File: src/rtl/game_sequencer.sv
// Game frame sequencer: paces the game at the frame tick, runs one physics
// update, one scroll step and a per-pipe collision/score scan each frame,
// and tracks the IDLE / RUN / LOSE game state and the score.
module game_sequencer #(
  parameter int TICK_DIV  = 1666667,
  parameter int NUM_PIPES = 4
) (
  input  logic       board_clk,
  input  logic       Reset,
  input  logic       start,
  input  logic       ack,
  input  logic       flap,
  output logic       phys_req,
  output logic       phys_flap,
  input  logic       phys_done,
  output logic       scroll_en,
  output logic [1:0] pipe_idx,
  output logic       chk_valid,
  input  logic       hit,
  input  logic       passed,
  input  logic       oob,
  output logic [1:0] game_state,
  output logic [7:0] score
);

  localparam int               CNT_W     = (TICK_DIV > 1) ? $clog2(TICK_DIV) : 1;
  localparam logic [CNT_W-1:0] TICK_LAST = CNT_W'(TICK_DIV - 1);
  localparam logic [1:0]       LAST_PIPE = 2'(NUM_PIPES - 1);

  localparam logic [1:0] GS_IDLE = 2'b00;
  localparam logic [1:0] GS_RUN  = 2'b01;
  localparam logic [1:0] GS_LOSE = 2'b10;

  typedef enum logic [2:0] {
    S_IDLE,
    S_WAIT_TICK,
    S_PHYS,
    S_SCROLL,
    S_CHECK,
    S_LOSE
  } state_t;

  state_t           state;
  logic [CNT_W-1:0] tick_cnt;
  logic             flap_latch;
  logic             tick_wrap;
  logic             running;

  assign tick_wrap = (tick_cnt == TICK_LAST);
  assign running   = (state == S_WAIT_TICK) || (state == S_PHYS) ||
                     (state == S_SCROLL)    || (state == S_CHECK);

  // Frame tick counter: free-runs through a game, parked at zero in IDLE so a new game starts a full frame.
  always_ff @(posedge board_clk or posedge Reset) begin
    if (Reset) begin
      tick_cnt <= '0;
    end else if (state == S_IDLE) begin
      tick_cnt <= '0;
    end else if (running) begin
      if (tick_wrap) begin
        tick_cnt <= '0;
      end else begin
        tick_cnt <= tick_cnt + CNT_W'(1);
      end
    end
  end

  // Flap latch: remembers a flap until the next physics update; a flap on the PHYS-entry edge carries to the next frame.
  always_ff @(posedge board_clk or posedge Reset) begin
    if (Reset) begin
      flap_latch <= 1'b0;
    end else if (state == S_WAIT_TICK && tick_wrap) begin
      flap_latch <= flap;
    end else if (running && flap) begin
      flap_latch <= 1'b1;
    end
  end

  // Main sequencer with registered strobes, pipe index, game state and score.
  always_ff @(posedge board_clk or posedge Reset) begin
    if (Reset) begin
      state      <= S_IDLE;
      phys_req   <= 1'b0;
      phys_flap  <= 1'b0;
      scroll_en  <= 1'b0;
      chk_valid  <= 1'b0;
      pipe_idx   <= 2'd0;
      game_state <= GS_IDLE;
      score      <= 8'd0;
    end else begin
      case (state)
        S_IDLE: begin
          if (start) begin
            state      <= S_WAIT_TICK;
            game_state <= GS_RUN;
            score      <= 8'd0;
          end
        end
        S_WAIT_TICK: begin
          if (tick_wrap) begin
            state     <= S_PHYS;
            phys_req  <= 1'b1;
            phys_flap <= flap_latch;
          end
        end
        S_PHYS: begin
          if (phys_done) begin
            state     <= S_SCROLL;
            phys_req  <= 1'b0;
            phys_flap <= 1'b0;
            scroll_en <= 1'b1;
          end
        end
        S_SCROLL: begin
          state     <= S_CHECK;
          scroll_en <= 1'b0;
          chk_valid <= 1'b1;
          pipe_idx  <= 2'd0;
        end
        S_CHECK: begin
          if (hit || oob) begin
            state      <= S_LOSE;
            chk_valid  <= 1'b0;
            pipe_idx   <= 2'd0;
            game_state <= GS_LOSE;
          end else begin
            if (passed && score != 8'hFF) begin
              score <= score + 8'd1;
            end
            if (pipe_idx == LAST_PIPE) begin
              state     <= S_WAIT_TICK;
              chk_valid <= 1'b0;
              pipe_idx  <= 2'd0;
            end else begin
              pipe_idx <= pipe_idx + 2'd1;
            end
          end
        end
        S_LOSE: begin
          if (ack) begin
            state      <= S_IDLE;
            game_state <= GS_IDLE;
          end
        end
        default: begin
          state      <= S_IDLE;
          phys_req   <= 1'b0;
          phys_flap  <= 1'b0;
          scroll_en  <= 1'b0;
          chk_valid  <= 1'b0;
          pipe_idx   <= 2'd0;
          game_state <= GS_IDLE;
        end
      endcase
    end
  end

endmodule

File: config.mk
export PLATFORM = sky130hd
export DESIGN_NAME = game_sequencer
export DESIGN_NICKNAME = d
export VERILOG_FILES = /design/src/rtl/game_sequencer.sv
export SDC_FILE = /design/constraint.sdc
export NUM_CORES = 1
export LEC_CHECK = 0
export ABC_CLOCK_PERIOD_IN_PS = 4400
export CORE_MARGIN = 4
export CORE_UTILIZATION = 60
export DETAILED_ROUTE_END_ITERATION = 7
export HOLD_SLACK_MARGIN = 0.12
export MAX_ROUTING_LAYER = met4
export PLACE_DENSITY = 0.84
export SYNTH_ARGS = -nofsm -noshare
export SYNTH_HDL_FRONTEND = slang
export SYNTH_SLANG_ARGS = --single-unit
File: constraint.sdc
create_clock -name board_clk -period 4.4 [get_ports board_clk]
set_input_delay 0.66 -clock board_clk [delete_from_list [all_inputs] [get_ports board_clk]]
set_output_delay 0.66 -clock board_clk [all_outputs]
set_load 0.05 [all_outputs]
==> flow_summary.yaml, run 1 <==
run_status:
  status: "completed"
min_path:
  worstHoldPathType: "register to register"
  hold_path_depth: 1
die:
  dieArea_um2: 5008
  row_count: 22
  io_pins: 25
  die_w_um: 70.77
  start_util_pct: 63.14
  core_um2: 3744
  dieHeight_um: 70.77
timing:
  hold_viol: 0
  period_minus_slack_ns: 2.343
  tns_ns: 0
  clock_skew_ns: 0.004878
  rsz0062_at_grt: "no"
  slew_headroom_pct: 49.02
  timing.final.crit_share_pct: 53.26
  timing.fmax_mhz: 426.7
  setup_viol: 0
  slew_violations: 0
  tightest_slew_ns: 0.7577
logic_synthesis:
  netlist_instances: 270
  netlist.top_cell.by_area: "dfrtp_1"
  synth_edf_count: 0
  netlist_area_um2: 2364
  async_reset_ff_share_pct: 100.0
  ys_top_cells_by_count: "dfrtp_1, nand2_1, o21ai_0, nor2_1, a21oi_1"
  synth_top_area_share_pct: 43.41
  synth.distinct_cells: 52
  syn-num-nets: 283
  ys_seq_area_share_pct: 43.41
  synth.area.top_cells: "dfrtp_1, o21ai_0, nand2_1, nor2_1, a21oi_1"
  ys.flop_type: "dfrtp_1"
  synthMostInstantiatedCell: "dfrtp_1"
  synth-seq-cells: 41
  yosys_warnings: 0
  avgSynthCellArea_um2: 8.754
placed_design:
  io_buffers: 24
  place_area_um2: 2608
  globalplace.congestion: 0.8896
  hpwl_um: 3794
cts:
  h-tree-depth: 2
  ctsResizeCount: 0
  cts_tree: "built"
  root_buffer: "clkbuf_8"
  clk_pin_slew_ns: 0.08
  numClockSinks: 41
  cts_buffer_depth: 2
  holdBufCountCts: 0
  clk_latency_ns: 0.29
  post_cts_buffers: 0
  cts_made_buffers: 5
setup_path:
  r2r_cells: 5
  start_kind: "register"
  critPathKind: "register to register"
  cp_max_fo: 17
  critPathArrivalTime_ns: 2.53
  critPathRequiredTime_ns: 4.58
  end_kind: "register"
  r2r_slack_ns: 2.06
pwr:
  power-per-cell-area_nw_per_um2: 395.8
  vdd_drop_max_uv: 219.6
  p_leak_nw: 1.189
detailed_routing:
  routed_wirelength_um: 5366
  viasPerCell: 6.241
  ant_nets: 0
  wl_per_cell_um: 15.78
  first_pass_iters: 5
  first_iter_violations: 196
  vias: 2122
  drc_errors: 0
cells_and_area:
  n_antenna_cell: 0
  nets: 304
  drive_gt1_share_pct: 4.452
  fillers: 296
  finalInstanceArea_um2: 2724
  areaGrowthSynthToFinish_pct: 15.25
grt:
  overflow: 0
  grt_pass1_wl_um: 9487
  grt_pass1_vias: 2051
  grt_max_degree: 42
  grt_usage_pct: 24.08
  antenna_found_initial: 0
flow_run:
  max-cap-violations: 0
worst max-delay path, cell delays in order (launching register included):
cell and delay (ns):
dfrtp_1 0.42, nor4bb_1 0.39, nand4_1 0.23, o21ai_2 0.57
nor2_1 0.28, a221o_1 0.35
sequential cells by signal, indices dropped and copies added, names as in the netlist:
register    flops
chk_valid       1
flap_latch      1
game_state      2
phys_flap       1
phys_req        1
pipe_idx        2
score           8
scroll_en       1
state           3
tick_cnt       21
power by group:
part | switching [W] | internal (W) | total (W) | leakage (nW)
registers | 0.0000601 | 0.000412 | 0.000473 | 0.542
clock network | 0.000125 | 0.000185 | 0.000310 | 0.0585
logic | 0.000186 | 0.000109 | 0.000296 | 0.588
total | 0.000371 | 0.000707 | 0.00108 | 1.19
area by class of cell:
cell class	count	area, µm²	area share, %
inverter	14	52.55	1.929
clock inverter	1	30.03	1.102
timing repair buffer	26	255.2	9.371
multi-input combinational	203	1214	44.56
tap	48	60.06	2.205
clock buffer	7	86.33	3.170
sequential	41	1026	37.67
through the flow:
stage | hold slack [ns] | instances | utilization, % | total power, W | setup slack [ns]
6_report | 0.4977 | 340 | 72.76 | 0.001078 | 2.057
5_1_grt | 0.5175 | 340 | 72.76 | 0.001149 | 1.834
4_1_cts | 0.4961 | 340 | 72.76 | 0.001087 | 2.077
3_5_place_dp | 0.4781 | 332 | 69.65 | 0.0007737 | 2.079
3_3_place_gp | 0.4679 | 332 | 69.65 | 0.0007666 | 2.147
2_1_floorplan | 0.4783 | 270 | - | 0.0007031 | 2.506
cell families (layout without fill, tap and decap cells):
group,Yosys count,in the layout,synth area share [%]
buf+inv,26,48,5.240
flops,41,41,43.41
simple gates,114,114,26.10
compound gates,82,82,21.81
mux,3,3,1.323
fa+ha+maj,4,4,2.118
routing by layer:
| metal | track usage (%) | vias up | part of all wire [%] |
|---|---|---|---|
| met1 | 30.42 | 1021 | 44 |
| li1 | - | 1035 | - |
| met5 | - | - | 0 |
| met4 | 7.098 | 0 | 0.78 |
| met3 | 5.540 | 4 | 4.5 |
| met2 | 38.72 | 62 | 50 |
final timing paths:
path | from | to
worst max-delay path | tick_cnt[8] | tick_cnt[11]
worst min-delay path | game_state[0] | game_state[0]
worst max register to register | tick_cnt[8] | tick_cnt[11]
worst min register to register | game_state[0] | game_state[0]
max in group asynchronous | Reset | tick_cnt[8]
min in group asynchronous | Reset | score[3]
cell usage in the layout (no fill, tap or decap), types with 7 or more instances in the layout:
master / instances
nor3_1: 9
dfrtp_1: 41
a21oi_1: 16
nor2_1: 22
and3_1: 7
clkdlybuf4s50_1: 24
nand3_1: 13
nand2_1: 28
o21ai_0: 25
inv_1: 14
Note: power is estimated with default switching activity, not from simulation.
==> inputs of run 2 (changes only) <==
ABC_CLOCK_PERIOD_IN_PS = 2000   (was 4400)
CORE_UTILIZATION = 51   (was 60)
PLACE_DENSITY = 0.76   (was 0.84)
clock period = 2 ns   (was 4.4 ns; I/O delays follow)
==> run 2 against run 1 <==
Critical path type is now register to primary output. Global-route usage decreased by 4.0 points. Final cell count up 6.5%. Count of clock-buffer cells in the layout down 2. Critical endpoint is now score[5]. Largest power group unchanged. Via count is 3.5% higher. Sequential cell count is the same.
==> flow_summary.yaml, run 2 (synthesis gave the netlist of run 1 again) <==
placed_design:
  place_inst: 353
  hpwl_um: 3837
  io_buffers: 24
  place_area_um2: 2753
  globalplace.congestion: 0.8750
  place_ws_ns: -0.06496
setup_path:
  critPathKind: "register to primary output"
  slowest_stage: "clkdlybuf4s50_1"
  path_depth: 1
  critPathMaxStageDelay_ns: 0.83
  start_kind: "register"
  r2r_cells: 7
  crit_chain: "clkdlybuf4s50_1"
  r2r-start: "tick_cnt[0]"
  critPathArrivalTime_ns: 1.57
  cp_max_fo: 7
  critPathRequiredTime_ns: 1.70
  crit_family: "buffers and inverters"
  crit_start: "score[5]"
  end_kind: "primary output"
  cp_num_buf_inv: 1
cts:
  clk_latency_ns: 0.30
  h-tree-depth: 2
  clk_pin_slew_ns: 0.09
  cts_tree: "built"
  root_buffer: "clkbuf_8"
  cts_buffer_depth: 2
  numClockSinks: 41
  cts_made_buffers: 5
die:
  start_util_pct: 53.54
  io_pins: 25
  die_w_um: 76.08
  core_um2: 4414
  dieHeight_um: 76.08
  dieArea_um2: 5787
  row_count: 24
timing:
  clock_skew_ns: 0.009312
  setup_viol: 0
  holdWs_ns: 0.4423
  slew_violations: 0
  slew_headroom_pct: 59.83
  period_minus_slack_ns: 1.875
  tightest_slew_ns: 0.6003
  timing.fmax_mhz: 533.3
  hold_viol: 0
  rsz0062_at_grt: "no"
  timing.final.ws_setup_ns: 0.1250
  timing.final.crit_share_pct: 93.75
cells_and_area:
  layout_common_cells: "dfrtp_1, nand2_1, o21ai_0, clkdlybuf4s50_1, nor2_1"
  layout_commonest_cell: "dfrtp_1"
  nets: 322
  drive_gt1_share_pct: 11.29
  fillers: 377
  top_register: "tick_cnt"
  n_antenna_cell: 0
  largest_reg_flops: 21
  reg_top3: "tick_cnt x21, score x8, state x3"
  areaGrowthSynthToFinish_pct: 22.87
  instances_no_fill: 362
  finalInstanceArea_um2: 2904
detailed_routing:
  first_iter_violations: 92
  ant_nets: 0
  viasPerCell: 6.069
  vias: 2197
  first_pass_iters: 4
  wl_per_cell_um: 15.13
  drc_errors: 0
  routed_wirelength_um: 5476
pwr:
  switching_share_pct: 33.53
  power.total_w: 0.002639
  intPower_w: 0.001755
  vdd_drop_max_uv: 722.6
  p_leak_nw: 1.292
  combinationalPowerShare_pct: 32.1
  switching_power_w: 0.0008849
  power-per-cell-area_nw_per_um2: 908.9
  pwr-share-seq_pct: 37.5
  power.clock.fraction_pct: 30.4
grt:
  grt_pass1_vias: 2068
  antenna_found_initial: 0
  grt_max_degree: 42
  grt_usage_pct: 20.09
  grt_pass1_wl_um: 9522
  overflow: 0
run_status:
  status: "completed"
min_path:
  worstHoldPathType: "input port to asynchronous set/reset pin"
flow_run:
  max-cap-violations: 0
run 2: cell types whose count changed in the layout (fill, tap and decap cells not counted), sizes merged:
cell / previous run / this run
buf: 2 / 20
bufinv: 1 / 2
clkbuf: 7 / 5
clkinv: 0 / 1
run 2: layout make-up:
cell class                      instances  area [µm²]  share of cell area (%)
Multi-Input combinational cell        203        1224                   42.14
Tap cell                               52       65.06                   2.240
Clock inverter                          3       65.06                   2.240
Sequential cell                        41        1026                   35.33
Timing Repair Buffer                   44       402.9                   13.87
Inverter                               14       52.55                   1.810
Clock buffer                            5       68.82                   2.370
run 2: routing by layer:
| metal | vias up | track usage (%) | share of wire [%] |
|---|---|---|---|
| li1 | 1077 | - | - |
| met1 | 1053 | 25.40 | 45 |
| met3 | 6 | 5.319 | 6.2 |
| met2 | 61 | 31.68 | 48 |
| met5 | - | - | 0 |
| met4 | 0 | 5.944 | 1.2 |
run 2: stage by stage:
| stage | TNS (ns) | util [%] |
|---|---|---|
| floorplan | 0 | - |
| global placement | 0 | 62.36 |
| detailed placement | -0.06496 | 62.36 |
| CTS | 0 | 65.45 |
| global route | 0 | 65.79 |
| finish | 0 | 65.79 |
run 2: power by group through the flow:
stage / combinational [W] / sequential [W] / clock, W
2_1_floorplan: 0.000479 / 0.00107 / 0
3_3_place_gp: 0.000809 / 0.00100 / 0
3_5_place_dp: 0.000823 / 0.00101 / 0
4_1_cts: 0.000829 / 0.000990 / 0.000819
5_1_grt: 0.000922 / 0.00100 / 0.000867
6_report: 0.000848 / 0.000989 / 0.000803
run 2: repair_timing:
action,in CTS,in global routing
hold buffers,0,0
cloned,0,0
gates resized for setup,1,2
setup buffers,0,1
pin swaps,0,0
setup endpoints to repair,2,7
run 2: worst paths after layout:
kind,end,slack [ns]
hold reg to reg,game_state[0],0.48
setup / recovery,score[5],0.13
min in group board_clk,game_state[0],0.48
max in group asynchronous,tick_cnt[15],1.20
setup reg to reg,tick_cnt[11],0.13
hold / removal,chk_valid,0.44
